**src/rtl/ctrl_bus_client.sv**
```systemverilog
// Requester-side agent for the 8-slot CTRL_BUS arbiter: turns a local copy command into
// request / queue-ack / grant / BUSY-held memory-to-memory copy / release.
module ctrl_bus_client #(
  parameter int ADDR_W = 8,
  parameter int DATA_W = 8,
  parameter int LEN_W  = 4
) (
  input  logic              CLK,
  input  logic              RESET,
  input  logic              START,
  input  logic [ADDR_W-1:0] SRC_ADDR,
  input  logic [ADDR_W-1:0] DST_ADDR,
  input  logic [LEN_W-1:0]  LEN,
  output logic              READY,
  output logic              DONE,
  output logic              ERR,
  output logic              REQUEST,
  input  logic              REQUEST_OK,
  input  logic              EN,
  output logic              BUSY,
  output logic              MEM_RD_EN,
  output logic [ADDR_W-1:0] MEM_RD_ADDR,
  input  logic [DATA_W-1:0] MEM_RD_DATA,
  output logic              MEM_WR_EN,
  output logic [ADDR_W-1:0] MEM_WR_ADDR,
  output logic [DATA_W-1:0] MEM_WR_DATA
);

  typedef enum logic [2:0] {
    S_IDLE, S_REQ, S_WAIT_OK, S_WAIT_EN, S_XFER, S_DRAIN, S_RELEASE
  } state_t;

  state_t             state;
  logic [ADDR_W-1:0]  src_q;
  logic [ADDR_W-1:0]  dst_q;
  logic [LEN_W-1:0]   len_q;
  logic [LEN_W-1:0]   cnt;
  logic               grant_now;

  assign READY = (state == S_IDLE);

  // NOTE: read data arrives one cycle after its strobe, exactly when the matching write
  // is issued, so it is forwarded straight through; a register here would skew data by a word.
  assign MEM_WR_DATA = MEM_RD_DATA;

  // Both grant paths (ack+grant together, or grant after ack) enter XFER identically.
  assign grant_now = ((state == S_WAIT_OK) && REQUEST_OK && EN) ||
                     ((state == S_WAIT_EN) && EN);

  always_ff @(posedge CLK) begin
    // NOTE: reset is synchronous, so it lives inside the clocked branch and every
    // register, including the datapath ones, is cleared on the same edge.
    if (RESET) begin
      state       <= S_IDLE;
      src_q       <= '0;
      dst_q       <= '0;
      len_q       <= '0;
      cnt         <= '0;
      DONE        <= 1'b0;
      ERR         <= 1'b0;
      REQUEST     <= 1'b0;
      BUSY        <= 1'b0;
      MEM_RD_EN   <= 1'b0;
      MEM_RD_ADDR <= '0;
      MEM_WR_EN   <= 1'b0;
      MEM_WR_ADDR <= '0;
    end else begin
      DONE <= 1'b0;
      case (state)
        S_IDLE: begin
          if (START) begin
            src_q <= SRC_ADDR;
            dst_q <= DST_ADDR;
            len_q <= LEN;
            ERR   <= 1'b0;
            if (LEN == '0) begin
              DONE <= 1'b1;
            end else begin
              REQUEST <= 1'b1;
              state   <= S_REQ;
            end
          end
        end
        S_REQ: begin
          // The arbiter enqueues on every high cycle, so the request is a single pulse.
          REQUEST <= 1'b0;
          state   <= S_WAIT_OK;
        end
        S_WAIT_OK: begin
          if (REQUEST_OK && !EN) state <= S_WAIT_EN;
        end
        S_WAIT_EN: begin
          if (!REQUEST_OK) ERR <= 1'b1;
        end
        S_XFER: begin
          if (!EN) ERR <= 1'b1;
          MEM_WR_EN <= 1'b1;
          if (MEM_WR_EN) MEM_WR_ADDR <= MEM_WR_ADDR + ADDR_W'(1);
          if (cnt == len_q - LEN_W'(1)) begin
            MEM_RD_EN <= 1'b0;
            state     <= S_DRAIN;
          end else begin
            cnt         <= cnt + LEN_W'(1);
            MEM_RD_ADDR <= MEM_RD_ADDR + ADDR_W'(1);
          end
        end
        S_DRAIN: begin
          if (!EN) ERR <= 1'b1;
          MEM_WR_EN <= 1'b0;
          BUSY      <= 1'b0;
          state     <= S_RELEASE;
        end
        S_RELEASE: begin
          if (!REQUEST_OK) begin
            DONE  <= 1'b1;
            state <= S_IDLE;
          end
        end
        default: state <= S_IDLE;
      endcase

      if (grant_now) begin
        state       <= S_XFER;
        BUSY        <= 1'b1;
        MEM_RD_EN   <= 1'b1;
        MEM_RD_ADDR <= src_q;
        MEM_WR_EN   <= 1'b0;
        MEM_WR_ADDR <= dst_q;
        cnt         <= '0;
      end
    end
  end

endmodule

```
**config.mk**
```make
export PLATFORM = sky130hd
export DESIGN_NAME = ctrl_bus_client
export DESIGN_NICKNAME = d
export VERILOG_FILES = /design/src/rtl/ctrl_bus_client.sv
export SDC_FILE = /design/constraint.sdc
export NUM_CORES = 1
export LEC_CHECK = 0
export CAP_MARGIN = 5
export CORE_MARGIN = 1.5
export CORE_UTILIZATION = 30
export CTS_BUF_LIST = sky130_fd_sc_hd__clkbuf_8
export DETAILED_ROUTE_END_ITERATION = 12
export HOLD_SLACK_MARGIN = 0.05
export PLACE_DENSITY = 0.6
export SYNTH_ARGS = -nofsm -noshare
export SYNTH_HDL_FRONTEND = slang
export SYNTH_SLANG_ARGS = --single-unit
```
**constraint.sdc**
```tcl
create_clock -name CLK -period 4.5 [get_ports CLK]
set_input_delay 0.675 -clock CLK [delete_from_list [all_inputs] [get_ports CLK]]
set_output_delay 0.675 -clock CLK [all_outputs]
set_load 0.005 [all_outputs]
```
==> results of run 1 <==
registers in the layout, summed over array words and instances, names as in the netlist:
register and cells:
ERR 1, MEM_RD_ADDR 8, DONE 1, state 3, REQUEST 1, dst_q 8
len_q 4, cnt 4, MEM_RD_EN 1, MEM_WR_EN 1, MEM_WR_ADDR 8, BUSY 1
src_q 8
per-layer routing:
layer	track usage	vias to the layer above	part of all wire
met5	0	-	0
met4	0.0316	0	0.0065
met3	0.0345	5	0.050
met2	0.203	49	0.45
met1	0.184	948	0.50
li1	-	1055	-
cell type report:
cell class / count / share of cell area
multi-input combinational: 205 / 0.424
clock inverter: 3 / 0.00596
clock buffer: 5 / 0.0234
timing repair buffer: 48 / 0.163
inverter: 5 / 0.00639
sequential: 49 / 0.334
tap: 102 / 0.0434
cell families (layout without fill, tap and decap cells):
kind of cell | after synthesis | in the layout | synth area share
compound gates | 74 | 74 | 0.196
xor+xnor | 15 | 15 | 0.0637
fa+ha+maj | 4 | 4 | 0.0207
buf+inv | 29 | 61 | 0.0777
flops | 49 | 49 | 0.406
mux | 1 | 1 | 0.00415
simple gates | 111 | 111 | 0.231
report_power, final:
part | internal (mW) | switching [mW] | total, mW
sequential | 0.506 | 0.0900 | 0.596
combinational | 0.194 | 0.215 | 0.409
clock | 0.108 | 0.154 | 0.261
how the worst max path moves through the flow:
stage,slack [ns],cells after the start,startpoint,to
3_3_place_gp,1.63,5,REQUEST_OK,MEM_RD_ADDR[2]
3_5_place_dp,1.62,5,REQUEST_OK,MEM_RD_ADDR[2]
4_1_cts,1.95,2,state[0],READY
5_1_grt,1.82,5,REQUEST_OK,MEM_RD_ADDR[2]
2_1_floorplan,2.61,5,REQUEST_OK,MEM_RD_ADDR[2]
6_report,1.96,5,REQUEST_OK,MEM_RD_ADDR[2]
placed cells by master, fill, tap and decap left out, types with 2 or more instances in the layout:
cell / count
o21ai_0: 11
clkdlybuf4s50_1: 47
inv_1: 5
and3_1: 4
or4_1: 2
dfxtp_1: 49
and4_1: 2
or3_1: 3
nand4_1: 2
a211oi_1: 10
o211ai_1: 2
nor2_1: 18
a21oi_1: 31
nand3_1: 7
nand2b_1: 3
a21o_1: 2
xor2_1: 12
clkinv_2: 2
ha_1: 4
clkbuf_8: 5
a31oi_1: 2
nand2_1: 53
nor3_1: 4
o31ai_1: 2
nor3b_1: 2
worst reg2reg max path, cell delays in order (launching register included):
cell     delay, ns
dfxtp_1       0.67
nand2_1       0.17
or3_1         0.68
and4_2        0.40
or3_1         0.35
==> results_dict.tcl, run 1 <==
set metrics [dict create \
    yosys.area.top_type "dfxtp_1" \
    multiInputGateArea_sq_mm 0.00125 \
    yosys_warnings 0 \
    antenna_found_initial 0 \
    finalNetCount 351 \
    fmaxAchievable_ghz 0.394 \
    status "complete, no violations" \
    ios 64 \
    skew_ns 0.00408 \
    start_util 0.311 \
    cts.sinks 49 \
    io_buffers 47 \
    clkLatencyLatePin_ns 0.31 \
    via_count 2057 \
    ys_seq_area_frac 0.406 \
    hold-path-endpoint "MEM_WR_ADDR[0]" \
    critical_path_class "primary input to flip-flop" \
    finalNonFillerCells 417 \
    path_common_cell "or3_1" \
    register_area_sq_um 981 \
    final_hold_viol_count 0 \
    syn_area_per_cell_sq_um 8.53 \
    p_total_mw 1.27 \
    critical-path-top-delay-family "simple AND/OR/NAND/NOR gates" \
    grt_pass1_vias 1845 \
    crit_fanout 26 \
    ir_worst_vdd_mv 0.303 \
    min_period_ns 2.54 \
    final_antenna_net_count 0 \
    rsz0062_at_grt "no" \
    detail_route.wl_per_cell_um 13.3 \
    area_growth_pct 21.7 \
    setup_viol 0 \
    drv_slew 0 \
    worstPathRequired_ns 4.69 \
    finalCritPeriodShare 0.565 \
    drc 0 \
    synthCells 283 \
    slowest_stage "or3_1" \
    drv_cap 0 \
    critPathCaptureType "flip-flop" \
    r2r_cells 4 \
    synth_nets 320 \
    fp-row-count 32 \
    timing.rr.end "MEM_RD_ADDR[2]" \
    grt_usage 0.132 \
    postLayoutCoreUtil 0.378 \
    crit_chain "clkdlybuf4s50_1 > nor2_1 > or3_1 > and4_2 > or3_1" \
    synthArstFlopShare 0 \
    tns_ns 0 \
    die_area_sq_mm 0.00860 \
    cts_tree "yes" \
    core-area_sq_mm 0.00777 \
    min_from "dst_q[0]" \
    worst_hold_slack_ns 0.456 \
    rrSetupSlack_ns 2.12 \
    vias_per_cell 4.93 \
    min_path_cells 2 \
    critPathBufInv 1 \
    synthTopCellsByArea "dfxtp_1 41%, nand2_1 8.2%, a21oi_1 6.4%" \
    cpPeakStageDelay_ns 0.71 \
    die_h_um 92.7 \
    power.leakage_nw 1.08 \
    cts-root-buf "clkbuf_8" \
    cts_resized 0 \
    synth_edf_count 0 \
    arrival_ns 2.74 \
    ys.flop_type "dfxtp_1" \
    grt_max_degree 27 \
    grt_pass1_wl_um 9010 \
    syn_area_sq_mm 0.00241 \
    dp_hpwl_um 3940 \
    drive_above_1_share 0.0698 \
    num_antenna_cells 0 \
    cts_max_level 2 \
    synth_commonest_cells "53 x nand2_1, 49 x dfxtp_1, 31 x a21oi_1, 18 x nor2_1, 12 x xor2_1" \
    cts_made_buffers 5 \
    worst_pin_slew_ns 1.06 \
    totalWireLength_um 5560 \
    gp_congestion 0.778 \
    drt_first_pass_iters 4 \
    overflow 0 \
    yosysTopAreaCellShare 0.406 \
    worst_slack_ns 1.96 \
    place_ws_ns 1.62 \
    cts_setup_buffers 0 \
    cts_hold_buf 0 \
    powerDensity_mw_per_mm2 431 \
    synth_seq_cells 49 \
    yosysUniqueCellTypes 56 \
    clk_pin_slew_worst_paths_ns 0.09 \
    fillers 845 \
    place_area_sq_mm 0.00285 \
    hold_path.class "flip-flop to flip-flop" \
    dpl.cell_count 409 \
    synth_most_common_cell "nand2_1" \
    drt_iter0_drc 75 \
    finalInstanceArea_sq_mm 0.00294 \
    die_w_um 92.7 \
    max-slew-margin-rel 0.285 \
    start_kind "primary input" \
    timing.rr.start "state[1]" \
    clk_path_buf_depth 2 \
]
Power figures use the tool's default switching activity.
==> inputs of run 2 (changes only) <==
clock period = 2.4 ns   (was 4.5 ns; I/O delays follow)
==> run 2 against run 1 <==
Compared with the run above: sequential share of layout area decreased by 0.49 points; via count rose by 2.5%; final area up 1.5%; die area unchanged; setup slack lost 1.7 ns; wire length up 1.9%; cell count increased by 1.2%; register-to-register slack worse by 1.8 ns; largest power group unchanged; critical path depth fell by 3; first-iteration DRC count decreased by 9.3%; utilization rose by 0.56 points; largest cell class unchanged.
==> results_dict.tcl, run 2 (same netlist as run 1, synthesis figures left out) <==
set metrics [dict create \
    fillers 821 \
    min_period_ns 2.12 \
    start_util 0.311 \
    ios 64 \
    hold_path.class "flip-flop to flip-flop" \
    fmaxAchievable_ghz 0.472 \
    postLayoutCoreUtil 0.384 \
    cts_max_level 2 \
    ir_worst_vdd_mv 0.577 \
    drv_slew 0 \
    wl_met3_um 321 \
    drive_above_1_share 0.0844 \
    critical_path_class "flip-flop to primary output" \
    place_area_sq_mm 0.00289 \
    start_kind "flip-flop" \
    tns_ns 0 \
    skew_ns 0.00630 \
    grt_pass1_vias 2015 \
    die_h_um 92.7 \
    critPathCaptureType "primary output" \
    io_buffers 47 \
    via_count 2108 \
    drv_cap 0 \
    worst_hold_slack_ns 0.461 \
    finalCritPeriodShare 0.883 \
    die_area_sq_mm 0.00860 \
    worstPathRequired_ns 2.04 \
    worst_pin_slew_ns 0.546 \
    finalInstanceArea_sq_mm 0.00298 \
    cts_made_buffers 5 \
    gp_congestion 0.816 \
    cts_hold_buf 0 \
    layout_common_cells "53 x nand2_1, 49 x dfxtp_1, 47 x clkdlybuf4s50_1" \
    area_growth_pct 23.5 \
    core-area_sq_mm 0.00777 \
    setup_viol 0 \
    grt_usage 0.137 \
    power.leakage_nw 1.10 \
    overflow 0 \
    worst_slack_ns 0.281 \
    place_ws_ns 0.278 \
    die_w_um 92.7 \
    cts-root-buf "clkbuf_8" \
    totalWireLength_um 5670 \
    clk_path_buf_depth 2 \
    drc 0 \
    drt_first_pass_iters 4 \
    antenna_found_initial 0 \
    status "complete, no violations" \
    routed.top_layer "met4" \
    wl_met1_um 2740 \
    final_hold_viol_count 0 \
    max-slew-margin-rel 0.635 \
    detail_route.wl_per_cell_um 13.4 \
    drt_iter0_drc 68 \
    grt_pass1_wl_um 9540 \
    dp_hpwl_um 4030 \
    grt_max_degree 26 \
    powerDensity_mw_per_mm2 808 \
    cts_setup_buffers 0 \
    clkLatencyLatePin_ns 0.29 \
    final_antenna_net_count 0 \
    crit_fanout 14 \
    wl_met2_um 2580 \
    cts_tree "yes" \
    rsz0062_at_grt "no" \
    cts.sinks 49 \
    clk_pin_slew_worst_paths_ns 0.09 \
    arrival_ns 1.76 \
    num_antenna_cells 0 \
    finalNetCount 356 \
    vias_per_cell 5.00 \
    final_common_cell "nand2_1" \
    fp-row-count 32 \
]
run 2: cell types whose count changed in the layout (fill, tap and decap cells not counted):
| cell | change |
|---|---|
| clkinv_2 | -2 |
| nor3_2 | +1 |
| buf_4 | +5 |
| inv_1 | +1 |
| clkinvlp_4 | +1 |
| nor3_1 | -1 |
run 2: path summary, 6_finish.rpt:
check | start | to | slack [ns] | depth (start not counted)
hold reg to reg | dst_q[0] | dst_q[0] | 0.46 | 2
setup reg to reg | len_q[0] | MEM_RD_ADDR[2] | 0.34 | 7
hold / removal | dst_q[0] | dst_q[0] | 0.46 | 2
setup / recovery | state[0] | READY | 0.28 | 2
run 2: layout make-up:
cell class                 instances  area [sq um]  share of cell area
clock buffer                       5          68.8              0.0231
clock inverter                     3          18.8             0.00629
inverter                           5          18.8             0.00629
multi-input combinational        205          1250               0.420
sequential                        49           981               0.329
tap                              102           128              0.0428
timing repair buffer              53           515               0.173
run 2: critical path: stages (launching register included):
cell and delay, ns:
dfxtp_1 0.49, nor3_2 0.41, clkdlybuf4s50_1 0.57
run 2: power breakdown:
part           leakage [nW]  internal (mW)  switching (mW)
combinational         0.662          0.391           0.417
clock                0.0416          0.202           0.279
sequential            0.399          0.948           0.172
total                  1.10           1.54           0.869
run 2: repair_timing:
item / 4_1_cts / 5_1_grt
endpoints found under the setup margin: 0 / 1
hold endpoints to repair: 0 / 0
gates resized for setup: 0 / 1
run 2: stage by stage:
step,power [mW],cells
finish,2.41,422
detailed placement,1.94,414
global route,2.59,422
CTS,2.43,422
global placement,1.94,414
floorplan,1.65,283
run 2: per-layer routing:
metal,GRT usage,vias up
li1,-,1059
met1,0.187,1002
met2,0.216,45
met3,0.0419,2
met4,0.0240,0
met5,0,-
